===== src/rtl/inst_seq_ctrl_if.sv =====
// Handshake and control bundle between the instruction sequencer and the
// datapath / memories it drives.
interface inst_seq_ctrl_if;
    logic       run;
    logic       if_req;
    logic       if_ack;
    logic       ir_we;
    logic [6:0] opcode;
    logic       reg_wr;
    logic       inst_invalid;
    logic       is_ebreak;
    logic       mem_req;
    logic       mem_wr;
    logic       mem_ack;
    logic       rf_we;
    logic       pc_we;
    logic       busy;
    logic       halted;
    logic       trap;
    logic [1:0] trap_cause;

    modport master (
        input  run, if_ack, opcode, reg_wr, inst_invalid, is_ebreak, mem_ack,
        output if_req, ir_we, mem_req, mem_wr, rf_we, pc_we,
               busy, halted, trap, trap_cause
    );

    modport slave (
        output run, if_ack, opcode, reg_wr, inst_invalid, is_ebreak, mem_ack,
        input  if_req, ir_we, mem_req, mem_wr, rf_we, pc_we,
               busy, halted, trap, trap_cause
    );
endinterface


===== src/rtl/inst_seq_ctrl.sv =====
// Multi-cycle fetch/decode/mem/writeback sequencer for the RV64 datapath.
// Optional performance counters are enabled with `define INST_SEQ_PERF_CNT_EN.
module inst_seq_ctrl #(
    parameter int         TMO_W    = 8,
    parameter logic [6:0] LOAD_OP  = 7'b0000011,
    parameter logic [6:0] STORE_OP = 7'b0100011
) (
    input  logic           clk,
    input  logic           rst_n,
    inst_seq_ctrl_if.master bus
`ifdef INST_SEQ_PERF_CNT_EN
    ,
    output logic [63:0]    cycle_cnt,
    output logic [63:0]    instret_cnt
`endif
);

    typedef enum logic [2:0] {
        IDLE,
        FETCH,
        DECODE,
        MEM,
        WB,
        HALT,
        TRAP
    } state_t;

    // The last wait cycle is the one where the counter would step to all-ones.
    localparam logic [TMO_W-1:0] TMO_LAST = {{(TMO_W-1){1'b1}}, 1'b0};

    state_t           state_q, state_d;
    logic [TMO_W-1:0] tmoCnt_q, tmoCnt_d;
    logic [1:0]       cause_q, cause_d;

    logic ifReq, irWe, memReq, memWr, rfWe, pcWe, busy, halted, trap;

    always_ff @(posedge clk or negedge rst_n) begin
        if (!rst_n) begin
            state_q  <= IDLE;
            tmoCnt_q <= '0;
            cause_q  <= 2'd0;
        end else begin
            state_q  <= state_d;
            tmoCnt_q <= tmoCnt_d;
            cause_q  <= cause_d;
        end
    end

    always_comb begin
        state_d  = state_q;
        tmoCnt_d = tmoCnt_q;
        cause_d  = cause_q;
        ifReq    = 1'b0;
        irWe     = 1'b0;
        memReq   = 1'b0;
        memWr    = 1'b0;
        rfWe     = 1'b0;
        pcWe     = 1'b0;
        halted   = 1'b0;
        trap     = 1'b0;
        busy     = (state_q != IDLE) && (state_q != HALT) && (state_q != TRAP);

        case (state_q)
            IDLE: begin
                if (bus.run) begin
                    state_d = FETCH;
                end
            end
            FETCH: begin
                ifReq = 1'b1;
                if (bus.if_ack) begin
                    irWe     = 1'b1;
                    tmoCnt_d = '0;
                    state_d  = DECODE;
                end else if (tmoCnt_q == TMO_LAST) begin
                    tmoCnt_d = '0;
                    cause_d  = 2'd2;
                    state_d  = TRAP;
                end else begin
                    tmoCnt_d = tmoCnt_q + 1'b1;
                end
            end
            DECODE: begin
                if (bus.inst_invalid) begin
                    cause_d = 2'd1;
                    state_d = TRAP;
                end else if (bus.is_ebreak) begin
                    state_d = HALT;
                end else if ((bus.opcode == LOAD_OP) || (bus.opcode == STORE_OP)) begin
                    state_d = MEM;
                end else begin
                    state_d = WB;
                end
            end
            MEM: begin
                memReq = 1'b1;
                memWr  = (bus.opcode == STORE_OP);
                if (bus.mem_ack) begin
                    tmoCnt_d = '0;
                    state_d  = WB;
                end else if (tmoCnt_q == TMO_LAST) begin
                    tmoCnt_d = '0;
                    cause_d  = 2'd3;
                    state_d  = TRAP;
                end else begin
                    tmoCnt_d = tmoCnt_q + 1'b1;
                end
            end
            WB: begin
                pcWe    = 1'b1;
                rfWe    = bus.reg_wr;
                state_d = bus.run ? FETCH : IDLE;
            end
            HALT: begin
                halted = 1'b1;
            end
            TRAP: begin
                trap = 1'b1;
            end
            default: begin
                state_d = IDLE;
            end
        endcase
    end

    assign bus.if_req     = ifReq;
    assign bus.ir_we      = irWe;
    assign bus.mem_req    = memReq;
    assign bus.mem_wr     = memWr;
    assign bus.rf_we      = rfWe;
    assign bus.pc_we      = pcWe;
    assign bus.busy       = busy;
    assign bus.halted     = halted;
    assign bus.trap       = trap;
    assign bus.trap_cause = cause_q;

`ifdef INST_SEQ_PERF_CNT_EN
    logic [63:0] cycleCnt_q, instretCnt_q;

    always_ff @(posedge clk or negedge rst_n) begin
        if (!rst_n) begin
            cycleCnt_q   <= 64'd0;
            instretCnt_q <= 64'd0;
        end else begin
            if (busy) begin
                cycleCnt_q <= cycleCnt_q + 64'd1;
            end
            if (pcWe) begin
                instretCnt_q <= instretCnt_q + 64'd1;
            end
        end
    end

    assign cycle_cnt   = cycleCnt_q;
    assign instret_cnt = instretCnt_q;
`endif

endmodule

===== src/flat_wrapper.sv =====
// flat-port wrapper written by rule: the top's interface ports become plain ports
module inst_seq_ctrl_flat 
#(
    parameter int         TMO_W    = 8,
    parameter logic [6:0] LOAD_OP  = 7'b0000011,
    parameter logic [6:0] STORE_OP = 7'b0100011
)
  (clk, rst_n, bus_run, bus_if_ack, bus_opcode, bus_reg_wr, bus_inst_invalid, bus_is_ebreak, bus_mem_ack, bus_if_req, bus_ir_we, bus_mem_req, bus_mem_wr, bus_rf_we, bus_pc_we, bus_busy, bus_halted, bus_trap, bus_trap_cause);
  inst_seq_ctrl_if bus_i ();
  input  logic clk;
  input  logic rst_n;
  input wire logic [$bits(bus_i.run)-1:0] bus_run;
  input wire logic [$bits(bus_i.if_ack)-1:0] bus_if_ack;
  input wire logic [$bits(bus_i.opcode)-1:0] bus_opcode;
  input wire logic [$bits(bus_i.reg_wr)-1:0] bus_reg_wr;
  input wire logic [$bits(bus_i.inst_invalid)-1:0] bus_inst_invalid;
  input wire logic [$bits(bus_i.is_ebreak)-1:0] bus_is_ebreak;
  input wire logic [$bits(bus_i.mem_ack)-1:0] bus_mem_ack;
  output wire logic [$bits(bus_i.if_req)-1:0] bus_if_req;
  output wire logic [$bits(bus_i.ir_we)-1:0] bus_ir_we;
  output wire logic [$bits(bus_i.mem_req)-1:0] bus_mem_req;
  output wire logic [$bits(bus_i.mem_wr)-1:0] bus_mem_wr;
  output wire logic [$bits(bus_i.rf_we)-1:0] bus_rf_we;
  output wire logic [$bits(bus_i.pc_we)-1:0] bus_pc_we;
  output wire logic [$bits(bus_i.busy)-1:0] bus_busy;
  output wire logic [$bits(bus_i.halted)-1:0] bus_halted;
  output wire logic [$bits(bus_i.trap)-1:0] bus_trap;
  output wire logic [$bits(bus_i.trap_cause)-1:0] bus_trap_cause;
  assign bus_i.run = bus_run;
  assign bus_i.if_ack = bus_if_ack;
  assign bus_i.opcode = bus_opcode;
  assign bus_i.reg_wr = bus_reg_wr;
  assign bus_i.inst_invalid = bus_inst_invalid;
  assign bus_i.is_ebreak = bus_is_ebreak;
  assign bus_i.mem_ack = bus_mem_ack;
  assign bus_if_req = bus_i.if_req;
  assign bus_ir_we = bus_i.ir_we;
  assign bus_mem_req = bus_i.mem_req;
  assign bus_mem_wr = bus_i.mem_wr;
  assign bus_rf_we = bus_i.rf_we;
  assign bus_pc_we = bus_i.pc_we;
  assign bus_busy = bus_i.busy;
  assign bus_halted = bus_i.halted;
  assign bus_trap = bus_i.trap;
  assign bus_trap_cause = bus_i.trap_cause;
  inst_seq_ctrl #(.TMO_W(TMO_W), .LOAD_OP(LOAD_OP), .STORE_OP(STORE_OP)) u_core (.clk(clk), .rst_n(rst_n), .bus(bus_i));
endmodule

===== config.mk =====
export PLATFORM = sky130hd
export DESIGN_NAME = inst_seq_ctrl_flat
export DESIGN_NICKNAME = d
export VERILOG_FILES = /design/src/rtl/inst_seq_ctrl_if.sv /design/src/rtl/inst_seq_ctrl.sv /design/src/flat_wrapper.sv
export SDC_FILE = /design/constraint.sdc
export NUM_CORES = 1
export LEC_CHECK = 0
export CAP_MARGIN = 20
export CORE_UTILIZATION = 46
export CTS_CLUSTER_DIAMETER = 200
export CTS_CLUSTER_SIZE = 12
export DETAILED_ROUTE_END_ITERATION = 10
export PLACE_DENSITY_LB_ADDON = 0.2
export SETUP_SLACK_MARGIN = 0.5
export SLEW_MARGIN = 10
export SYNTH_ARGS = -nofsm -noshare
export SYNTH_HDL_FRONTEND = slang
export SYNTH_SLANG_ARGS = --single-unit

===== constraint.sdc =====
create_clock -name clk -period 1.97 [get_ports clk]
set_input_delay 0.394 -clock clk [delete_from_list [all_inputs] [get_ports clk]]
set_output_delay 0.394 -clock clk [all_outputs]
set_load 0.1 [all_outputs]

Yosys cells after proc, flatten, opt, wreduce, memory -nomap -nowiden
Cells that the tools add are included.
{"block": "word_totals", "ff_bits": 13, "out_inout_bits": 11, "wordCells": 60, "input_bits": 15}
{"block": "op_classes", "bitwise": 1, "reduce_logical": 10, "n_addsub": 1, "n_eq_ne": 17, "mux": 28}
{"operator": "$mux 8", "n": 3}
{"operator": "$mux 3", "n": 7}
{"operator": "$pmux 3 s6", "n": 1}
{"operator": "$pmux 8 s2", "n": 1}
{"operator": "$mux 1", "n": 10}
{"operator": "$mux 2", "n": 5}
{"operator": "$eq 3x3->1 const B", "n": 3}
{"operator": "$add 8x1->8 const B", "n": 1}
{"operator": "$eq 8x8->1 const B", "n": 1}
{"operator": "$ne 2x2->1 const B", "n": 4}
{"operator": "$eq 7x2->1 const B", "n": 1}
{"operator": "$eq 7x6->1 const B", "n": 1}
{"operator": "$eq 3x2->1 const B", "n": 2}
{"operator": "$ne 3x3->1 const B", "n": 2}
{"operator": "$pmux 2 s3", "n": 1}
{"operator": "$reduce_and 6->1", "n": 1}
{"operator": "$reduce_bool 3->1", "n": 2}
{"operator": "$ne 2x1->1 const B", "n": 2}
{"operator": "$eq 3x1->1 const B", "n": 1}
{"operator": "$logic_not 3->1", "n": 1}
{"operator": "$logic_and 1x1->1", "n": 2}
{"operator": "$reduce_and 2->1", "n": 1}
{"operator": "$reduce_bool 2->1", "n": 1}
{"operator": "$reduce_or 2->1", "n": 1}
{"operator": "2 further kinds", "n": 2}

Logic depth before layout (Yosys ltp)
Gate-level depths: netlist (run 1).
{"block": "depth", "depth_word": 6, "ltp_mapped": 6, "ltp_nobuf": 6}

Worst setup path before layout (run 1)
OpenSTA, ideal clock, no wires.
{"block": "synth_timing", "path_type": "reg2out", "from": "register u_core.state_q[1]", "to": "output bus_rf_we", "t_arrival_ps": 3934, "setup_slack_ps": -2358, "stages_incl_launch_ff": 5, "path_buffers": 2, "t_required_ps": 1576, "path_cell_list": "dfrtp_1 > buf_4 > clkbuf_1 > nor3b_1 > and2_1"}
{"block": "synth_via", "elab_chain_cells": 2}
{"element": "from (decl)", "line_no": "inst_seq_ctrl.sv:31", "source": "state_t state_q, state_d;"}
{"element": "from (signal assigned)", "line_no": "inst_seq_ctrl.sv:43", "source": "state_q <= state_d;"}
{"element": "$eq 3x3->1", "line_no": "inst_seq_ctrl.sv:63", "source": "case (state_q)"}
{"element": "$mux 1", "line_no": "inst_seq_ctrl.sv:63"}
{"element": "to (decl)", "line_no": "flat_wrapper.sv:23", "source": "output wire logic [$bits(bus_i.rf_we)-1:0] bus_rf_we;"}
Every way passes these cells.

Worst setup path after layout (run 1)
{"block": "layout_timing", "from": "register u_core.state_q[2]", "to": "output bus_mem_wr"}
{"block": "layout_via", "elab_chain_cells": 2}
{"element": "$eq 3x2->1", "line_no": "inst_seq_ctrl.sv:63"}
{"element": "$mux 1", "line_no": "inst_seq_ctrl.sv:63"}
{"element": "to (decl)", "line_no": "flat_wrapper.sv:22", "source": "output wire logic [$bits(bus_i.mem_wr)-1:0] bus_mem_wr;"}
Every way passes these cells.

==> flow_summary.ini, run 1 <==
[sta]
fin_ws_ns = -0.00966
tightest_slew_ns = 0.632
finClkSkew_ns = 0.00139
rsz0062_at_grt = yes
hold_violations = 0
slew_violations = 0
fmax_ghz = 0.505
setup_viol = 1
min_period_ns = 1.98
finalCritPeriodShare = 1.00
hold_slack_ns = 0.489
slew_headroom = 0.577

[clocking]
cts_buffers = 3
htree_num_levels = 1
root_buffer = clkbuf_4
clk_pin_slew_ns = 0.09
cts_tree = done
insertion_delay_ns = 0.29
cts_num_sinks = 13
cts_buffer_depth = 2

[critical_path]
worst_setup_path_end_kind = output pin
crit_type = reg2out
cp-startpoint = u_core.state_q[2]
worstPathMaxFanout = 7
critPathLaunchType = flop
cp_data_arrival_time_ns = 1.59
worstPathRequired_ns = 1.58
r2r-end = u_core.state_q[0]
max_stage_delay_ns = 0.46
r2r_start = u_core.state_q[1]
rr_worst_depth = 5
cpMaxStageDelayCell = dfrtp_2
rrSetupSlack_ns = 0.19
crit_chain = and2b_2, and2_4, nand2_4, nor2_4, buf_12

[yosys]
synth_top_area_frac = 0.356
yosys.area_share.adder = 0.0274
synth_edf_count = 0
synth_nets = 122
synthXorXnorAreaFrac = 0.0479
synth-simple-area-share = 0.325
synth_seq_area_share = 0.356
synthMuxAreaShare = 0.0110
synth_top_family_by_area = simple AND/OR/NAND/NOR gates
ys_types = 42
synthTopCellsByCount = nor2_1 (14), dfrtp_1 (13), nand2_1 (6), o21ai_0 (6)
synth_area_leaders = dfrtp_1 (36%), nor2_1 (5.8%), o21ai_0 (3.3%), xor2_1 (2.9%), and2_1 (2.7%)
synth_cells = 105
avgSynthCellArea_sq_um = 8.70
async_flop_share = 1.00
yosysMostFrequentCell = nor2_1
yosysTopAreaCell = dfrtp_1
netlist_area_sq_um = 913
synth_flop_cell = dfrtp_1
ys_seq_elements = 13
synth_warnings = 0
synth-compound-area-share = 0.188

[routing]
ant_nets = 0
dr.pass1.iters = 5
post_drt_wl_per_cell_microns = 25.9
routed_wl_microns = 4840
drc = 0
drt_iter0_markers = 113
vias_per_cell = 6.91
vias = 1292

[floorplan]
dieHeight_microns = 46.6
coreArea_sq_um = 1800
start_util = 0.507
num_io_pins = 26
placementRows = 15
fp.dieArea_sq_um = 2170
die_w_microns = 46.6

[cells_and_area]
post-route-util = 0.957
areaGrowthSynthToFinish_pct = 88.8
nNetsFinal = 180
antenna_cells = 0
drive_gt1_frac = 0.506
design_area_sq_um = 1720

[hold_path]
min_path_type = in2async

[placement]
place_congestion = 0.779
io_buffer_count = 25
post-place-ws_ns = -0.143
placed_area_sq_um = 1380
hpwlAfterDp_microns = 1780

[global_route]
grt_overflow = 0
grt_start_max_net_pins = 14
grt_pass1_vias = 1118
antenna_found_initial = 0
grt_pass1_wl_microns = 5030
grt_use_total = 0.332

[power]
p_seq_frac = 0.168
p_clk_frac = 0.067
intPower_w = 0.00126
p_leak_nw = 0.751
switching_share = 0.529
ir_drop_mv = 1.28
powerDensity_nw_per_um2 = 1550
p_switching_w = 0.00142
pwr-share-comb = 0.766

[run]
maxCapViolations = 0

[outcome]
status = finished, violations left
violations = negative setup slack
critical path: cells and delay by family, from the launching register on:
kind                   cells  cell delay (ns)
buffers and inverters      1             0.19
and+or+nand+nor            4             0.64
DFF                        1             0.46
logic make-up after synthesis:
family                   Yosys count
buffers and inverters              8
adder cells (fa/ha/maj)            2
multiplexers                       1
AND/OR/NAND/NOR                   53
AO/OA/AOI/OAI                     23
flip-flops                        13
XOR/XNOR                           5
flip-flops by register name (all words and copies together), names as in the netlist:
signal,cells
u_core.tmoCnt_q,8
u_core.state_q,3
u_core.bus.trap_cause,2
metal layers:
metal  GRT usage  vias to the layer above  part of all wire
met5           0                        -                 0
met4       0.100                        0              0.12
met3      0.0902                       70              0.12
met2       0.578                      133              0.44
met1       0.390                      593              0.32
li1            -                      496                 -
through the flow:
stage                     instances  setup TNS (ns)  power (W)
after floorplan                 105          -0.759    0.00156
after global placement          158         -0.0895    0.00189
after detailed placement        158          -0.243    0.00193
after CTS                       179               0    0.00236
after global routing            187         -0.0110    0.00276
final                           187        -0.00966    0.00268
worst max-delay path by stage:
| stage | to |
|---|---|
| 2_1_floorplan | bus_rf_we |
| 3_3_place_gp | bus_mem_wr |
| 3_5_place_dp | u_core.state_q[0] |
| 4_1_cts | bus_mem_wr |
| 5_1_grt | bus_mem_wr |
| 6_report | bus_mem_wr |
placed cells by master, fill, tap and decap left out, types with 2 or more instances in the layout:
master | Yosys | layout
nand4_1 | 3 | 3
nor2_4 | 0 | 3
nor3b_4 | 0 | 2
a31oi_1 | 2 | 2
nand3_1 | 4 | 3
o21ai_1 | 1 | 4
buf_12 | 0 | 9
and2_4 | 0 | 4
dlygate4sd2_1 | 0 | 8
nor2b_1 | 3 | 2
dfrtp_2 | 0 | 2
nor2_1 | 14 | 10
nor3_2 | 1 | 2
xor2_1 | 3 | 3
clkdlybuf4s50_1 | 0 | 5
xnor2_1 | 2 | 2
or2_4 | 0 | 2
clkbuf_4 | 0 | 3
buf_6 | 1 | 6
nand2b_1 | 3 | 2
nand2_1 | 6 | 5
buf_4 | 1 | 29
o21ai_0 | 6 | 2
dfrtp_1 | 13 | 11
inv_1 | 3 | 2
a21oi_4 | 0 | 2
power by group through the flow:
stage	Combinational [W]	Sequential, W	Clock, W
2_1_floorplan	0.00102	0.000538	0
3_3_place_gp	0.00146	0.000435	0
3_5_place_dp	0.00149	0.000441	0
4_1_cts	0.00176	0.000425	0.000172
5_1_grt	0.00211	0.000456	0.000193
6_report	0.00205	0.000450	0.000178
cell type report:
cell class | instances | area (sq um)
clock buffers | 3 | 22.5
multi-input cells | 84 | 728
inverters | 3 | 11.3
fillers | 40 | 77.6
repair buffers | 58 | 598
clock inverters | 1 | 5.00
flip-flops and latches | 13 | 328
well taps | 25 | 31.3
repair_timing:
item                                    4_1_cts  5_1_grt
hold buffers                                  0        0
pin swaps                                    20        9
cloned                                        0        0
hold endpoints to repair                      0        0
endpoints found under the setup margin       19       22
setup buffers                                17        8
resized for setup                            26       18
Note: power is estimated with default switching activity, not from simulation.
==> run 2: changes to the inputs <==
- SETUP_SLACK_MARGIN: 0.5 -> not set
==> flow_summary.ini, run 2 (synthesis gave the netlist of run 1 again) <==
[critical_path]
cpMaxStageDelayCell = clkdlybuf4s50_1
cp_data_arrival_time_ns = 1.55
crit_type = in2out
crit_chain = clkdlybuf4s50_1, nand4bb_1, or2_4, nor2_4, buf_12
critPathLaunchType = primary input
worst_setup_path_end_kind = output pin
worstPathMaxFanout = 2
max_stage_delay_ns = 0.45
worstPathRequired_ns = 1.58

[sta]
tightest_slew_ns = 0.594
fin_ws_ns = 0.0227
slew_headroom = 0.603
hold_slack_ns = 0.477
setup_viol = 0
finClkSkew_ns = 0.0121
slew_violations = 0
fmax_ghz = 0.514
hold_violations = 0
rsz0062_at_grt = yes
min_period_ns = 1.95
finalCritPeriodShare = 0.988

[cells_and_area]
nNetsFinal = 162
design_area_sq_um = 1470
layout_commonest_cell = buf_4
antenna_cells = 0
largest_reg_flops = 8
top_register = u_core.tmoCnt_q
areaGrowthSynthToFinish_pct = 61.0
final_cell_mix = buf_4 (16), nor2_1 (11), clkdlybuf4s50_1 (10), dfrtp_1 (10), buf_12 (9)
drive_gt1_frac = 0.347

[floorplan]
dieHeight_microns = 46.6
fp.dieArea_sq_um = 2170
die_w_microns = 46.6
placementRows = 15
num_io_pins = 26
start_util = 0.507
coreArea_sq_um = 1800

[power]
ir_drop_mv = 1.27
pwr-share-comb = 0.720
p_switching_w = 0.00117
p_seq_frac = 0.203
powerDensity_nw_per_um2 = 1500
p_clk_frac = 0.077
p_leak_nw = 0.624
switching_share = 0.529
intPower_w = 0.00104

[placement]
placed_area_sq_um = 1390
place_congestion = 0.832
io_buffer_count = 25
hpwlAfterDp_microns = 1880
post-place-ws_ns = -0.125

[routing]
post_drt_wl_per_cell_microns = 16.1
drt_iter0_markers = 46
ant_nets = 0
routed_wl_microns = 2720
drc = 0
vias_per_cell = 5.94
dr.pass1.iters = 4
vias = 1004

[global_route]
grt_pass1_wl_microns = 4310
grt_overflow = 0
antenna_found_initial = 0
grt_pass1_vias = 938
grt_start_max_net_pins = 14
grt_use_total = 0.282

[clocking]
insertion_delay_ns = 0.28
cts_buffer_depth = 2
cts_num_sinks = 13
cts_tree = done
root_buffer = clkbuf_4
htree_num_levels = 1
clk_pin_slew_ns = 0.09
cts_buffers = 3

[outcome]
status = complete, no violations

[run]
maxCapViolations = 0

[hold_path]
min_path_type = in2async
-- run 2: changes by cell type in the layout (fill, tap and decap cells not counted), sizes merged --
cell / change
buf: -18
clkbuf: +1
clkdlybuf4s50: +5
clkinv: -1
dlygate4sd2: -6
dlymetal6s2s: +1
-- run 2: per-stage QoR --
step | total power (W) | setup TNS (ns) | cells | util
floorplan | 0.00152 | -0.752 | 105 | -
global placement | 0.00189 | -0.0661 | 160 | 0.769
detailed placement | 0.00193 | -0.152 | 160 | 0.769
CTS | 0.00216 | 0 | 168 | 0.801
global route | 0.00231 | -0.0178 | 169 | 0.816
finish | 0.00221 | 0 | 169 | 0.816
-- run 2: area by class of cell --
cell class	count	area [sq um]
Clock buffer	4	26.3
Sequential cell	13	329
Multi-Input combinational cell	84	614
Tap cell	25	31.3
Timing Repair Buffer	40	458
Fill cell	130	332
Inverter	3	11.3
-- run 2: worst max-delay path: cells and delay by family --
family                 cells  cell delay [ns]
buffers and inverters      2             0.63
and+or+nand+nor            3             0.52
-- run 2: timing repair --
item | 4_1_cts | 5_1_grt
endpoints found under the hold margin | 0 | 0
hold buffers | 0 | 0
endpoints found under the setup margin | 3 | 3
pin swaps | 4 | 4
resized for setup | 5 | 7
setup buffers | 4 | 1
-- run 2: power groups by stage --
| stage | clock network [W] | logic, W | registers [W] |
|---|---|---|---|
| after floorplan | 0 | 0.000982 | 0.000537 |
| after global placement | 0 | 0.00144 | 0.000448 |
| after detailed placement | 0 | 0.00148 | 0.000457 |
| after CTS | 0.000171 | 0.00155 | 0.000436 |
| after global routing | 0.000179 | 0.00168 | 0.000456 |
| final | 0.000170 | 0.00159 | 0.000448 |
-- run 2: final timing paths --
check	start	endpoint	slack, ns	cells past startpoint
setup / recovery	bus_opcode[1]	bus_mem_wr	0.02	5
hold / removal	rst_n	u_core.state_q[2]	0.48	1
setup reg to reg	u_core.state_q[0]	u_core.state_q[0]	0.24	5
hold reg to reg	u_core.bus.trap_cause[1]	u_core.bus.trap_cause[1]	0.53	1
max in group asynchronous	rst_n	u_core.state_q[1]	1.06	1
min in group clk	u_core.bus.trap_cause[1]	u_core.bus.trap_cause[1]	0.53	1
-- run 2: layer usage --
layer | track usage | wire length [microns] | up-vias
met5 | 0 | 0 | -
met4 | 0.112 | 64 | 0
met3 | 0.0706 | 196 | 12
met2 | 0.464 | 1420 | 53
met1 | 0.348 | 1050 | 486
li1 | - | - | 453
==> run 3: changes to the inputs <==
- CELL_PAD_IN_SITES_DETAIL_PLACEMENT: not set -> 1
- CELL_PAD_IN_SITES_GLOBAL_PLACEMENT: not set -> 1
- CORE_UTILIZATION: 46 -> 34
==> flow_summary.ini, run 3 (synthesis gave the netlist of run 1 again) <==
[critical_path]
worst_setup_path_end_kind = output pin
crit_family = simple AND/OR/NAND/NOR gates
cp_num_cells = 5
cpMaxStageDelayCell = clkdlybuf4s50_1
crit_type = in2out
max_stage_delay_ns = 0.41
crit_chain = clkdlybuf4s50_1, nand4bb_4, or2_4, nor2_4, buf_12
critPathLaunchType = primary input
worstPathMaxFanout = 2
crit_buf_inv = 2
rr_worst_depth = 6
cp_data_arrival_time_ns = 1.60
worstPathRequired_ns = 1.58

[global_route]
grt_use_total = 0.219
grt_overflow = 0
grt_start_max_net_pins = 14
grt_pass1_wl_microns = 4500
grt_pass1_vias = 920
antenna_found_initial = 0

[clocking]
clk_pin_slew_ns = 0.09
cts_tree = done
insertion_delay_ns = 0.29
cts_buffers = 3
htree_num_levels = 1
cts_buffer_depth = 2
root_buffer = clkbuf_4
cts_num_sinks = 13
ctsHoldBuffers = 0

[routing]
drc = 0
vias = 963
dr.pass1.iters = 5
drt_iter0_markers = 16
vias_per_cell = 5.47
post_drt_wl_per_cell_microns = 17.6
ant_nets = 0
routed_wl_microns = 3100

[floorplan]
fp.dieArea_sq_um = 2900
coreArea_sq_um = 2500
start_util = 0.365
num_io_pins = 26
placementRows = 18
die_w_microns = 53.8
dieHeight_microns = 53.8

[outcome]
status = finished, violations left
violations = negative setup slack

[sta]
slew_violations = 0
fmax_ghz = 0.502
tightest_slew_ns = 0.629
finClkSkew_ns = 0.00536
hold_violations = 0
finalCritPeriodShare = 1.01
fin_ws_ns = -0.0205
setup_viol = 1
rsz0062_at_grt = yes
slew_headroom = 0.579
min_period_ns = 1.99
finalSetupTns_ns = -0.0205

[power]
powerDensity_nw_per_um2 = 1480
p_leak_nw = 0.633
ir_drop_mv = 1.00

[cells_and_area]
nNetsFinal = 164
areaGrowthSynthToFinish_pct = 64.8
largest_reg_flops = 8
post-route-util = 0.602
fillCellCount = 295
antenna_cells = 0
final_cell_mix = buf_4 (19), clkdlybuf4s50_1 (12), nor2_1 (11), dfrtp_1 (11), buf_12 (9)
drive_gt1_frac = 0.356
layout_commonest_cell = buf_4
top_register = u_core.tmoCnt_q
design_area_sq_um = 1510

[placement]
io_buffer_count = 25
hpwlAfterDp_microns = 2130
placed_area_sq_um = 1400
post-place-ws_ns = -0.0995
place_congestion = 0.757

[run]
maxCapViolations = 0

[hold_path]
min_path_type = in2async
[run 3: layout make-up]
type | instances | area (sq um) | share of cell area
Tap cell | 30 | 37.5 | 0.0249
Clock buffer | 4 | 26.3 | 0.0175
Timing Repair Buffer | 42 | 468 | 0.311
Inverter | 3 | 11.3 | 0.00748
Sequential cell | 13 | 328 | 0.218
Multi-Input combinational cell | 84 | 634 | 0.421
[run 3: worst reg2reg max path: cells and delay by family, from the launching register on]
kind | cells | cell delay (ns)
adder cells (fa/ha/maj) | 1 | 0.15
buffers and inverters | 1 | 0.09
flip-flops | 1 | 0.44
AO/OA/AOI/OAI | 2 | 0.64
AND/OR/NAND/NOR | 2 | 0.31
[run 3: final timing paths]
path | from | endpoint | slack, ns
hold / removal | rst_n | u_core.bus.trap_cause[1] | 0.49
setup / recovery | bus_opcode[2] | bus_mem_wr | -0.02
hold reg to reg | u_core.bus.trap_cause[1] | u_core.bus.trap_cause[1] | 0.53
min in group clk | u_core.bus.trap_cause[1] | u_core.bus.trap_cause[1] | 0.53
max in group asynchronous | rst_n | u_core.state_q[0] | 1.03
setup reg to reg | u_core.tmoCnt_q[0] | u_core.bus.trap_cause[1] | 0.24
[run 3: what timing repair did]
action                     in CTS  in global routing
gates resized for setup         4                  5
setup buffers                   2                  4
hold endpoints to repair        0                  0
cloned                          0                  0
setup endpoints to repair       4                  4
pin swaps                       1                  4
[run 3: routing by layer]
layer / global-route usage / share of wire / vias up
li1: - / - / 460
met3: 0.0621 / 0.039 / 0
met1: 0.283 / 0.43 / 475
met5: 0 / 0 / -
met4: 0.0263 / 0 / 0
met2: 0.368 / 0.53 / 28
[run 3: power by group]
| part | switching [W] | internal [W] |
|---|---|---|
| Clock | 0.0000957 | 0.0000787 |
| Combinational | 0.000990 | 0.000623 |
| Sequential | 0.0000959 | 0.000343 |
| Total | 0.00118 | 0.00104 |
[run 3: through the flow]
| step | power (W) | std cells | hold WS [ns] |
|---|---|---|---|
| 2_1_floorplan | 0.00152 | 105 | 0.0984 |
| 3_3_place_gp | 0.00192 | 166 | 0.482 |
| 3_5_place_dp | 0.00196 | 166 | 0.507 |
| 4_1_cts | 0.00217 | 172 | 0.514 |
| 5_1_grt | 0.00233 | 176 | 0.524 |
| 6_report | 0.00223 | 176 | 0.492 |
